==> src/rtl/jumpredirect_if.sv <==
`default_nettype none
// ---------------------------------------------------------------------------
// jumpredirect_if : fetch PC owner with ID-stage JAL/JALR redirect and squash
// Revision 1.0
// ---------------------------------------------------------------------------
module jumpredirect_if #(
  parameter logic [31:0] RESET_VECTOR    = 32'h0000_0000,
  parameter int          MAX_OUTSTANDING = 2
) (
  input  logic        clk,
  input  logic        rst,
  input  logic        stall,
  input  logic        jump_valid,
  input  logic        jump_isjalr,
  input  logic [31:0] jump_imm,
  input  logic [31:0] jump_base,
  output logic        fetch_valid,
  input  logic        fetch_ready,
  output logic [31:0] fetch_addr,
  input  logic        imem_rvalid,
  input  logic [31:0] imem_rdata,
  output logic        instr_valid,
  output logic [31:0] instr,
  output logic [31:0] instr_pc,
  output logic        flush,
  output logic        misalign_exc,
  output logic        halted
);
  localparam int            CW       = $clog2(MAX_OUTSTANDING + 1);
  localparam int            PW       = (MAX_OUTSTANDING > 1) ? $clog2(MAX_OUTSTANDING) : 1;
  localparam logic [CW-1:0] MAX_CNT  = CW'(MAX_OUTSTANDING);
  localparam logic [PW-1:0] LAST_PTR = PW'(MAX_OUTSTANDING - 1);

  typedef enum logic [0:0] {
    ST_RUN  = 1'b0,
    ST_HALT = 1'b1
  } state_t;

  state_t        state;
  logic [31:0]   pc;
  logic [CW-1:0] outstanding;
  logic [CW-1:0] squash;
  logic [PW-1:0] wr_ptr;
  logic [PW-1:0] rd_ptr;
  logic [31:0]   addr_fifo [MAX_OUTSTANDING];

  logic [31:0]   target_sum;
  logic [31:0]   target;
  logic          target_ok;
  logic          jump_run;
  logic          accept;
  logic          resp;

  function automatic logic [PW-1:0] ptr_inc(input logic [PW-1:0] p);
    return (p == LAST_PTR) ? '0 : p + PW'(1);
  endfunction

  always_comb begin
    target_sum = jump_base + jump_imm;
    target     = {target_sum[31:1], target_sum[0] & ~jump_isjalr};
  end

  assign target_ok   = (target[1:0] == 2'b00);
  assign jump_run    = jump_valid && (state == ST_RUN);
  assign fetch_valid = !rst && (state == ST_RUN) && !stall && !jump_valid &&
                       (outstanding < MAX_CNT);
  assign fetch_addr  = pc;
  assign accept      = fetch_valid && fetch_ready;
  // Responses with nothing tracked belong to requests issued before a reset.
  assign resp        = imem_rvalid && (outstanding != '0);
  assign halted      = (state == ST_HALT);

  always_ff @(posedge clk) begin
    if (accept) begin
      addr_fifo[wr_ptr] <= pc;
    end
  end

  always_ff @(posedge clk) begin
    if (rst) begin
      state        <= ST_RUN;
      pc           <= RESET_VECTOR;
      outstanding  <= '0;
      squash       <= '0;
      wr_ptr       <= '0;
      rd_ptr       <= '0;
      instr_valid  <= 1'b0;
      instr        <= 32'h0;
      instr_pc     <= 32'h0;
      flush        <= 1'b0;
      misalign_exc <= 1'b0;
    end else begin
      flush        <= 1'b0;
      misalign_exc <= 1'b0;
      instr_valid  <= 1'b0;

      if (accept) begin
        wr_ptr <= ptr_inc(wr_ptr);
        pc     <= pc + 32'd4;
      end

      if (resp) begin
        rd_ptr <= ptr_inc(rd_ptr);
        if (squash != '0) begin
          squash <= squash - CW'(1);
        end else if ((state == ST_RUN) && !jump_valid) begin
          instr_valid <= 1'b1;
          instr       <= imem_rdata;
          instr_pc    <= addr_fifo[rd_ptr];
        end
      end

      outstanding <= outstanding + CW'(accept) - CW'(resp);

      // A jump squashes every in-flight response except one consumed right now.
      if (jump_run) begin
        squash <= outstanding - CW'(resp);
        if (target_ok) begin
          pc    <= target;
          flush <= 1'b1;
        end else begin
          misalign_exc <= 1'b1;
          state        <= ST_HALT;
        end
      end
    end
  end
endmodule
`default_nettype wire

==> config.mk <==
export PLATFORM = sky130hd
export DESIGN_NAME = jumpredirect_if
export DESIGN_NICKNAME = d
export VERILOG_FILES = /design/src/rtl/jumpredirect_if.sv
export SDC_FILE = /design/constraint.sdc
export NUM_CORES = 1
export LEC_CHECK = 0
export BUFFER_PORTS_ARGS = -buffer_cell sky130_fd_sc_hd__buf_2
export CAP_MARGIN = 20
export CORE_MARGIN = 2
export CORE_UTILIZATION = 40
export CTS_CLUSTER_DIAMETER = 40
export DETAILED_ROUTE_END_ITERATION = 8
export PLACE_DENSITY_LB_ADDON = 0.2
export SYNTH_ARGS = -nofsm -noshare
export SYNTH_HDL_FRONTEND = slang
export SYNTH_SLANG_ARGS = --single-unit
==> constraint.sdc <==
create_clock -name clk -period 3.7 [get_ports clk]
set_clock_uncertainty 0.2 [all_clocks]
set_input_delay 0.37 -clock clk [delete_from_list [all_inputs] [get_ports clk]]
set_output_delay 0.37 -clock clk [all_outputs]
set_load 0.02 [all_outputs]
==> key figures, run 1 <==
Status
  – Outcome: completed

Clocking
  – TritonCTS Buffers: 17
  – H-Tree Depth: 4
  – TritonCTS clock tree: done
  – Clk_lat worst skew: 0.43 ns
  – Post-cts resize count: 0
  – CTS Buffer Depth: 2
  – Clock root buffer master: clkbuf_16
  – # Post-CTS Setup Buffers: 0
  – CTS sink cnt: 170
  – Worst-path clk slew: 0.06 ns

Routing
  – Drt drc: 0
  – Routed WL per cell: 15.2 µm
  – Via Count: 6669
  – Drt first-iter violations: 268
  – DR pass1 iterations: 4
  – Vias per cell: 5.02
  – Detailed Route WL: 20100 µm
  – Final ANT Viol Nets: 0

Synth
  – Share of the yosys chip area belonging to registers: 0.495
  – Synthesized netlist cell count: 827
  – Cell taking the most area after synthesis: dfxtp_1
  – Syn_nets: 967
  – Mapped cell area: 0.00816 mm²
  – Synthesized area per cell: 9.87 µm²
  – Largest family of logic cells by synthesized area: compound AO/OA/AOI/OAI gates
  – Area share of and/or/nand/nor cells after synthesis: 0.150
  – Number of synthesized flops with an enable pin: 64
  – Mux share of post-synthesis cell area: 0.0406
  – Yosys reg bits: 170
  – Count leader, synth: dfxtp_1
  – Post-synth top cells: dfxtp_1 (106), nand2_1 (98), nor2_1 (81)
  – Synth top area cells: dfxtp_1 (26%), edfxtp_1 (24%), ha_1 (5.5%)
  – Top_reg_cell synth: dfxtp_1
  – XOR/XNOR Fraction of Synth Area: 0.0579
  – Synth cell types: 61
  – Synth Area in Compound Gates: 0.167
  – FFs w/ async S/R, synth: 0
  – Syn. warnings: 0
  – Top cell type's share of synthesized area: 0.260
  – Post-synthesis adder-cell area fraction: 0.0576

Power and ir drop
  – LEAKAGE: 4.25 nW
  – Seq pwr share: 0.448
  – Switching power total: 0.00159 W
  – Logic pwr share: 0.232
  – P_int: 0.00354 W
  – Total power: 0.00513 W
  – Worst VDD drop: 258 µV
  – Clock Power Share: 0.320
  – Switching Share: 0.310
  – PwrDens: 499 mW/mm²

Critical path
  – Reg2reg setup slack: 0.95 ns
  – Most used cell, CP: and3_1
  – Slowest CP cell: or4_4
  – Worst-path maximum fanout: 6
  – Worst EP required: 3.82 ns
  – Startpoint Class: flop
  – Arr. time, crit path: 2.88 ns
  – Setup Crit Path Kind: flop to flop
  – Critical path capture point type: flop
  – Slowest stage delay, CP: 0.56 ns
  – Largest delay share family, worst path: simple AND/OR/NAND/NOR gates
  – Crit-path cells: or4_4 -> nor4_2 -> and3_1 -> and3_1 -> nand4_1 -> xnor2_1 -> a22o_1 -> a21o_1
  – Crit path buf inv count: 0

Timing
  – Final hold vios: 0
  – Final count of negative-setup-slack endpoints: 0
  – Final period utilization: 0.744
  – Relative slew margins: 0.277
  – Fin Setup TNS: 0 ns
  – Max Slew Vio Count: 0
  – Setup WS post-layout: 0.946 ns
  – Fmax: 363 MHz
  – Setup repair after global routing missed its margin: false
  – Slew @ Worst Pin: 1.08 ns
  – Fin crit period: 2.75 ns

Floorplan
  – Core ar.: 0.0201 mm²
  – Row cnt: 52
  – Initial Util: 0.406
  – Die height: 147 µm
  – Die X: 147 µm
  – Die ar.: 0.0216 mm²
  – # IOs: 204

Global route
  – Grt total ovfl: 0
  – Initial antenna violation count: 0
  – First-pass GRT wire length: 32000 µm
  – Maximum number of pins on one net before global-route repair: 97
  – Gr usage total: 0.185
  – Vias in the first global route: 6327

Cells and area
  – Filler cell count: 1900
  – Final instance area: 0.0103 mm²
  – Layout cells sized above 1: 0.246
  – Area growth syn-to-layout: 25.9%
  – FF/Latch Area: 0.00405 mm²
  – Multi-input combinational cell area: 0.00387 mm²
  – # diodes: 0
  – Final Net Count: 1186

Min path
  – Worst Hold Class: input pin to flop

Flow run
  – Max Cap Violations: 0

Placed design
  – Worst slack at placement: 0.606 ns
  – Post-DP HPWL: 14300 µm
  – Placed inst area: 0.00941 mm²
  – PortBufs: 203
  – Routability cong.: 0.867
## placed cells by master, fill, tap and decap left out, types with 32 or more instances in the layout
cell and instances:
a211oi_1 56, a21oi_1 67, buf_2 202, dfxtp_1 105
dlygate4sd3_1 32, edfxtp_1 64, ha_1 36, mux2i_1 32
nand2_1 98, nor2_1 80, xnor2_1 33
## sequential cells by signal, indices dropped and copies added, names as in the netlist
register and count:
addr_fifo 64, fetch_addr 32, flush 1, halted 1, instr 32, instr_pc 32, instr_valid 1, misalign_exc 1
outstanding 2, rd_ptr 1, squash 2, wr_ptr 1
## power groups by stage
stage / clock [W] / combinational [W] / sequential (W)
floorplan: 0 / 0.000755 / 0.00237
global placement: 0 / 0.00116 / 0.00233
detailed placement: 0 / 0.00116 / 0.00234
CTS: 0.00168 / 0.00119 / 0.00230
global route: 0.00176 / 0.00132 / 0.00232
finish: 0.00164 / 0.00119 / 0.00230
## metrics by stage
| stage | hold WS, ns | utilization | std cells |
|---|---|---|---|
| 2_1_floorplan | 0.266 | - | 827 |
| 3_3_place_gp | 0.239 | 0.468 | 1265 |
| 3_5_place_dp | 0.244 | 0.468 | 1265 |
| 4_1_cts | 0.105 | 0.511 | 1329 |
| 5_1_grt | 0.155 | 0.511 | 1329 |
| 6_report | 0.116 | 0.511 | 1329 |
## kinds of logic (layout without fill, tap and decap cells)
family	count (synthesis)	in the layout
simple gates	265	265
compound gates	204	204
flops	170	170
buf+inv	64	296
xor+xnor	54	54
fa+ha+maj	37	37
mux	33	33
## layer usage
layer,GRT usage,routed length (µm)
met1,0.246,9620
met2,0.300,9140
met3,0.0348,950
met4,0.0733,437
met5,0,0
## layout make-up
type	instances	area share
clock inverters	8	0.00560
inverters	21	0.00767
well taps	270	0.0329
clock buffers	24	0.0470
multi-input cells	593	0.377
repair buffers	243	0.136
flip-flops and latches	170	0.394
## worst min-delay path, stage by stage
cell and delay (ns):
buf_2 0.08, xnor2_1 0.07, o21ai_0 0.09, a311oi_1 0.09
## final timing paths
check,from,to,depth (start not counted)
min reg2reg,instr[18]$_SDFFE_PP0P_,instr[18]$_SDFFE_PP0P_,2
min,jump_imm[31],fetch_addr[31]$_SDFF_PP0_,4
max,outstanding[1]$_SDFF_PP0_,fetch_addr[30]$_SDFF_PP0_,8
max reg2reg,outstanding[1]$_SDFF_PP0_,fetch_addr[30]$_SDFF_PP0_,8
## what timing repair did
action | CTS | global route
endpoints found under the setup margin | 0 | 0
hold buffers | 32 | 0
endpoints found under the hold margin | 32 | 0
Note: power is estimated with default switching activity, not from simulation.
==> run 2, diff against run 1 <==
==> constraint.sdc (replaced) <==
create_clock -name clk -period 2.75 [get_ports clk]
set_clock_uncertainty 0.2 [all_clocks]
set_input_delay 0.275 -clock clk [delete_from_list [all_inputs] [get_ports clk]]
set_output_delay 0.275 -clock clk [all_outputs]
set_load 0.02 [all_outputs]
==> key figures, run 2 (same netlist as run 1, synthesis figures left out) <==
Status
  – Outcome: completed

Routing
  – Drt drc: 0
  – Routed WL per cell: 14.5 µm
  – Detailed Route WL: 20100 µm
  – Drt first-iter violations: 265
  – DR pass1 iterations: 5
  – Vias per cell: 4.85
  – Via Count: 6720
  – Final ANT Viol Nets: 0

Timing
  – Final count of negative-setup-slack endpoints: 0
  – Fin Setup TNS: 0 ns
  – Relative slew margins: 0.346
  – Slew @ Worst Pin: 0.981 ns
  – Final hold vios: 0
  – Max Slew Vio Count: 0
  – Final period utilization: 0.941
  – Fin crit period: 2.59 ns
  – Worst hold slack: 0.0106 ns
  – Setup repair after global routing missed its margin: false
  – Fmax: 386 MHz

Critical path
  – Worst-case reg-to-reg path depth: 8
  – Reg2reg setup slack: 0.16 ns
  – Most used cell, CP: and3_1
  – Worst-path maximum fanout: 4
  – FF-to-FF Start: outstanding[1]$_SDFF_PP0_
  – Crit-path cells: or4_4 -> nor4_2 -> and3_1 -> and3_1 -> nand4_1 -> xnor2_1 -> a22o_1 -> a21o_1
  – Startpoint Class: flop
  – Crit path buf inv count: 0
  – Critical path capture point type: flop
  – Setup Crit Path Kind: flop to flop
  – Slowest stage delay, CP: 0.57 ns
  – Worst EP required: 2.88 ns
  – Slowest CP cell: or4_4
  – Largest delay share family, worst path: simple AND/OR/NAND/NOR gates
  – Arr. time, crit path: 2.72 ns
  – Worst R2R End: fetch_addr[30]$_SDFF_PP0_

Power and ir drop
  – Switching Share: 0.310
  – Worst VDD drop: 359 µV
  – LEAKAGE: 4.54 nW
  – Total power: 0.00701 W
  – PwrDens: 651 mW/mm²
  – P_int: 0.00483 W
  – Switching power total: 0.00217 W
  – Clock Power Share: 0.314
  – Logic pwr share: 0.254
  – Seq pwr share: 0.432

Cells and area
  – Non-Filler Instances: 1386
  – FF/Latch Area: 0.00405 mm²
  – # diodes: 0
  – Multi-input combinational cell area: 0.00388 mm²
  – Largest register FFs: 64
  – Commonest cells after routing, fill and taps aside: buf_2 (202), dfxtp_1 (105), nand2_1 (98)
  – Commonest non-fill, non-tap cell in the layout: buf_2
  – Area growth syn-to-layout: 31.8%
  – Filler cell count: 1802
  – Final Net Count: 1243
  – Core Util, Final: 0.535
  – Layout cells sized above 1: 0.287
  – Most flop-heavy register: addr_fifo

Global route
  – Vias in the first global route: 6493
  – Initial antenna violation count: 0
  – Gr usage total: 0.187
  – First-pass GRT wire length: 32500 µm
  – Grt total ovfl: 0
  – Maximum number of pins on one net before global-route repair: 97

Placed design
  – Post-DP HPWL: 14700 µm
  – Placed insts: 1321
  – Routability cong.: 0.887
  – PortBufs: 203

Clocking
  – # Post-CTS Setup Buffers: 0
  – TritonCTS Buffers: 17
  – H-Tree Depth: 4
  – CTS Buffer Depth: 2
  – CTS sink cnt: 170
  – TritonCTS clock tree: done
  – Clock root buffer master: clkbuf_16
  – Clk_lat worst skew: 0.43 ns
  – Worst-path clk slew: 0.07 ns

Floorplan
  – Initial Util: 0.406
  – # IOs: 204
  – Core ar.: 0.0201 mm²
  – Die X: 147 µm
  – Die height: 147 µm
  – Die ar.: 0.0216 mm²
  – Row cnt: 52

Min path
  – Worst-case hold path end point: fetch_addr[31]$_SDFF_PP0_
  – Hold path depth: 4
  – Worst Hold Class: input pin to flop
  – Worst Hold Launch: jump_base[31]

Flow run
  – Max Cap Violations: 0
==> run 2: cell count changes in the layout (fill, tap and decap cells not counted), sizes merged <==
cell / delta
inv: -1
buf: +56
dlygate4sd3: +1
clkbuf: -4
clkinv: +5
==> run 2: routing by layer <==
metal | track usage | wire (µm) | up-vias
met3 | 0.0357 | 833 | 23
met5 | 0 | 0 | -
met1 | 0.251 | 9720 | 3001
met2 | 0.302 | 9180 | 155
met4 | 0.0689 | 386 | 0
li1 | - | - | 3541
==> run 2: worst max path at each step <==
stage,from,to,cells past startpoint,slack [ns]
final,outstanding[1]$_SDFF_PP0_,fetch_addr[30]$_SDFF_PP0_,8,0.16
after global routing,outstanding[1]$_SDFF_PP0_,fetch_addr[30]$_SDFF_PP0_,8,0.01
after CTS,outstanding[1]$_SDFF_PP0_,fetch_addr[30]$_SDFF_PP0_,8,0.16
after detailed placement,jump_imm[0],fetch_addr[26]$_SDFF_PP0_,12,-0.16
after global placement,jump_imm[0],fetch_addr[26]$_SDFF_PP0_,12,-0.12
after floorplan,jump_imm[0],fetch_addr[26]$_SDFF_PP0_,11,0.06
==> run 2: worst register-to-register path: stages (launching register included) <==
cell and delay (ns):
dfxtp_1 0.35, or4_4 0.57, nor4_2 0.22, and3_1 0.27, and3_1 0.26, nand4_1 0.14, xnor2_1 0.16, a22o_1 0.18
a21o_1 0.14
==> run 2: per-stage QoR <==
| step | area, µm² | setup slack [ns] |
|---|---|---|
| final | 10800 | 0.162 |
| after global routing | 10800 | 0.0148 |
| after CTS | 10800 | 0.159 |
| after detailed placement | 9880 | -0.161 |
| after global placement | 9880 | -0.120 |
| after floorplan | 8170 | 0.0633 |
==> run 2: what timing repair did <==
| item | in CTS | in global routing |
|---|---|---|
| hold buffers | 33 | 0 |
| resized for setup | 0 | 1 |
| hold endpoints to repair | 33 | 0 |
| setup endpoints to repair | 0 | 1 |
==> run 2: cell type report <==
cell class / instances / area share
Clock buffer: 20 / 0.0426
Sequential cell: 170 / 0.376
Clock inverter: 12 / 0.00826
Multi-Input combinational cell: 593 / 0.361
Inverter: 21 / 0.00733
Tap cell: 270 / 0.0314
Timing Repair Buffer: 300 / 0.174
==> run 2: power by group through the flow <==
| stage | logic (W) | clock network, W | registers, W |
|---|---|---|---|
| 2_1_floorplan | 0.00102 | 0 | 0.00319 |
| 3_3_place_gp | 0.00174 | 0 | 0.00308 |
| 3_5_place_dp | 0.00175 | 0 | 0.00308 |
| 4_1_cts | 0.00179 | 0.00226 | 0.00303 |
| 5_1_grt | 0.00197 | 0.00238 | 0.00306 |
| 6_report | 0.00178 | 0.00220 | 0.00303 |
==> run 3, diff against run 2 <==
--- a/config.mk
+++ b/config.mk
@@ -8,7 +8,7 @@
 export BUFFER_PORTS_ARGS = -buffer_cell sky130_fd_sc_hd__buf_2
 export CAP_MARGIN = 20
 export CORE_MARGIN = 2
-export CORE_UTILIZATION = 40
+export CORE_UTILIZATION = 35
 export CTS_CLUSTER_DIAMETER = 40
 export DETAILED_ROUTE_END_ITERATION = 8
 export PLACE_DENSITY_LB_ADDON = 0.2
==> key figures, run 3 (same netlist as run 1, synthesis figures left out) <==
Status
  – Outcome: completed

Critical path
  – Crit path buf inv count: 1
  – Critical path capture point type: flop
  – Crit-path cells: or4_4 -> nor4_2 -> and3_1 -> buf_4 -> and4_4 -> nand3_1 -> xnor2_1 -> nor2_1 -> a311oi_2
  – Startpoint Class: flop
  – Slowest stage delay, CP: 0.56 ns
  – Setup Crit Path Kind: flop to flop
  – Worst EP required: 2.89 ns
  – Largest delay share family, worst path: simple AND/OR/NAND/NOR gates
  – Arr. time, crit path: 2.73 ns
  – Slowest CP cell: or4_4
  – Worst-path maximum fanout: 5

Placed design
  – Routability cong.: 0.814
  – PortBufs: 203
  – Worst slack at placement: -0.198 ns
  – Post-DP HPWL: 15700 µm
  – Placed insts: 1363

Timing
  – Fin Setup TNS: 0 ns
  – Relative slew margins: 0.466
  – Fin crit period: 2.59 ns
  – Fmax: 385 MHz
  – Final hold vios: 0
  – Setup repair after global routing missed its margin: false
  – Slew @ Worst Pin: 0.801 ns
  – Final period utilization: 0.943
  – Final count of negative-setup-slack endpoints: 0
  – Max Slew Vio Count: 0
  – Setup WS post-layout: 0.156 ns

Global route
  – Initial antenna violation count: 0
  – First-pass GRT wire length: 33500 µm
  – Grt total ovfl: 0
  – Vias in the first global route: 6420
  – Gr usage total: 0.174
  – Maximum number of pins on one net before global-route repair: 71

Clocking
  – Clock root buffer master: clkbuf_16
  – Clk_lat worst skew: 0.43 ns
  – # Post-CTS Setup Buffers: 0
  – TritonCTS clock tree: done
  – H-Tree Depth: 4
  – TritonCTS Buffers: 17
  – Worst-path clk slew: 0.07 ns
  – Post-cts resize count: 0
  – CTS Buffer Depth: 2
  – CTS sink cnt: 170
  – # hold bufs at CTS: 32

Cells and area
  – Commonest non-fill, non-tap cell in the layout: buf_2
  – # diodes: 0
  – Final Net Count: 1241
  – Largest register FFs: 64
  – Most flop-heavy register: addr_fifo
  – Core Util, Final: 0.475
  – Non-Filler Instances: 1427
  – Layout cells sized above 1: 0.288
  – Area growth syn-to-layout: 32.7%
  – Commonest cells after routing, fill and taps aside: buf_2 (202), dfxtp_1 (105), nand2_1 (98)

Routing
  – Final ANT Viol Nets: 0
  – Routed WL per cell: 15.0 µm
  – Vias per cell: 4.78
  – DR pass1 iterations: 4
  – Via Count: 6821
  – Drt drc: 0
  – Drt first-iter violations: 327
  – Detailed Route WL: 21300 µm

Floorplan
  – Core ar.: 0.0228 mm²
  – Initial Util: 0.358
  – Row cnt: 55
  – # IOs: 204
  – Die X: 157 µm
  – Die ar.: 0.0246 mm²
  – Die height: 157 µm

Power and ir drop
  – Worst VDD drop: 442 µV
  – PwrDens: 656 mW/mm²
  – LEAKAGE: 4.55 nW

Min path
  – Worst Hold Class: input pin to flop

Flow run
  – Max Cap Violations: 0
-- run 3: cell types whose count changed in the layout (fill, tap and decap cells not counted), sizes merged --
cell / previous run / this run
buf: 267 / 266
clkinv: 8 / 7
dlygate4sd3: 33 / 32
inv: 25 / 26
-- run 3: routing by layer --
layer  vias to the layer above  track usage  part of all wire
met5                         -            0                 0
met2                       180        0.270              0.44
li1                       3535            -                 -
met4                         0       0.0673             0.030
met1                      3068        0.236              0.48
met3                        38       0.0377             0.046
-- run 3: path summary, 6_finish.rpt --
| path | cells after the start | startpoint | end | slack, ns |
|---|---|---|---|---|
| worst max-delay path | 9 | outstanding[1]$_SDFF_PP0_ | fetch_addr[20]$_SDFF_PP0_ | 0.16 |
| worst min-delay path | 4 | jump_imm[31] | fetch_addr[31]$_SDFF_PP0_ | 0.02 |
| worst max register to register | 9 | outstanding[1]$_SDFF_PP0_ | fetch_addr[20]$_SDFF_PP0_ | 0.16 |
| worst min register to register | 2 | instr[0]$_SDFFE_PP0P_ | instr[0]$_SDFFE_PP0P_ | 0.25 |
-- run 3: stage by stage --
step | power (W) | instance area [µm²] | hold slack, ns
2_1_floorplan | 0.00421 | 8170 | 0.171
4_1_cts | 0.00720 | 10800 | 0.0115
3_5_place_dp | 0.00486 | 9940 | 0.244
3_3_place_gp | 0.00485 | 9940 | 0.240
6_report | 0.00711 | 10800 | 0.0173
5_1_grt | 0.00751 | 10800 | 0.0311
-- run 3: layout make-up --
class | instances | area, µm²
timing repair buffer | 298 | 1860
fill | 2229 | 11900
multi-input combinational | 593 | 3880
clock inverter | 12 | 83.8
sequential | 170 | 4050
clock buffer | 20 | 489
tap | 313 | 392
inverter | 21 | 78.8
-- run 3: power breakdown --
| part | switching [W] | internal (W) |
|---|---|---|
| registers | 0.000215 | 0.00283 |
| clock network | 0.000982 | 0.00129 |
| logic | 0.000993 | 0.000797 |
| total | 0.00219 | 0.00492 |
-- run 3: worst min-delay path: stages --
cell and delay (ns):
buf_2 0.08, xnor2_1 0.08, o21ai_0 0.08, a311oi_1 0.08
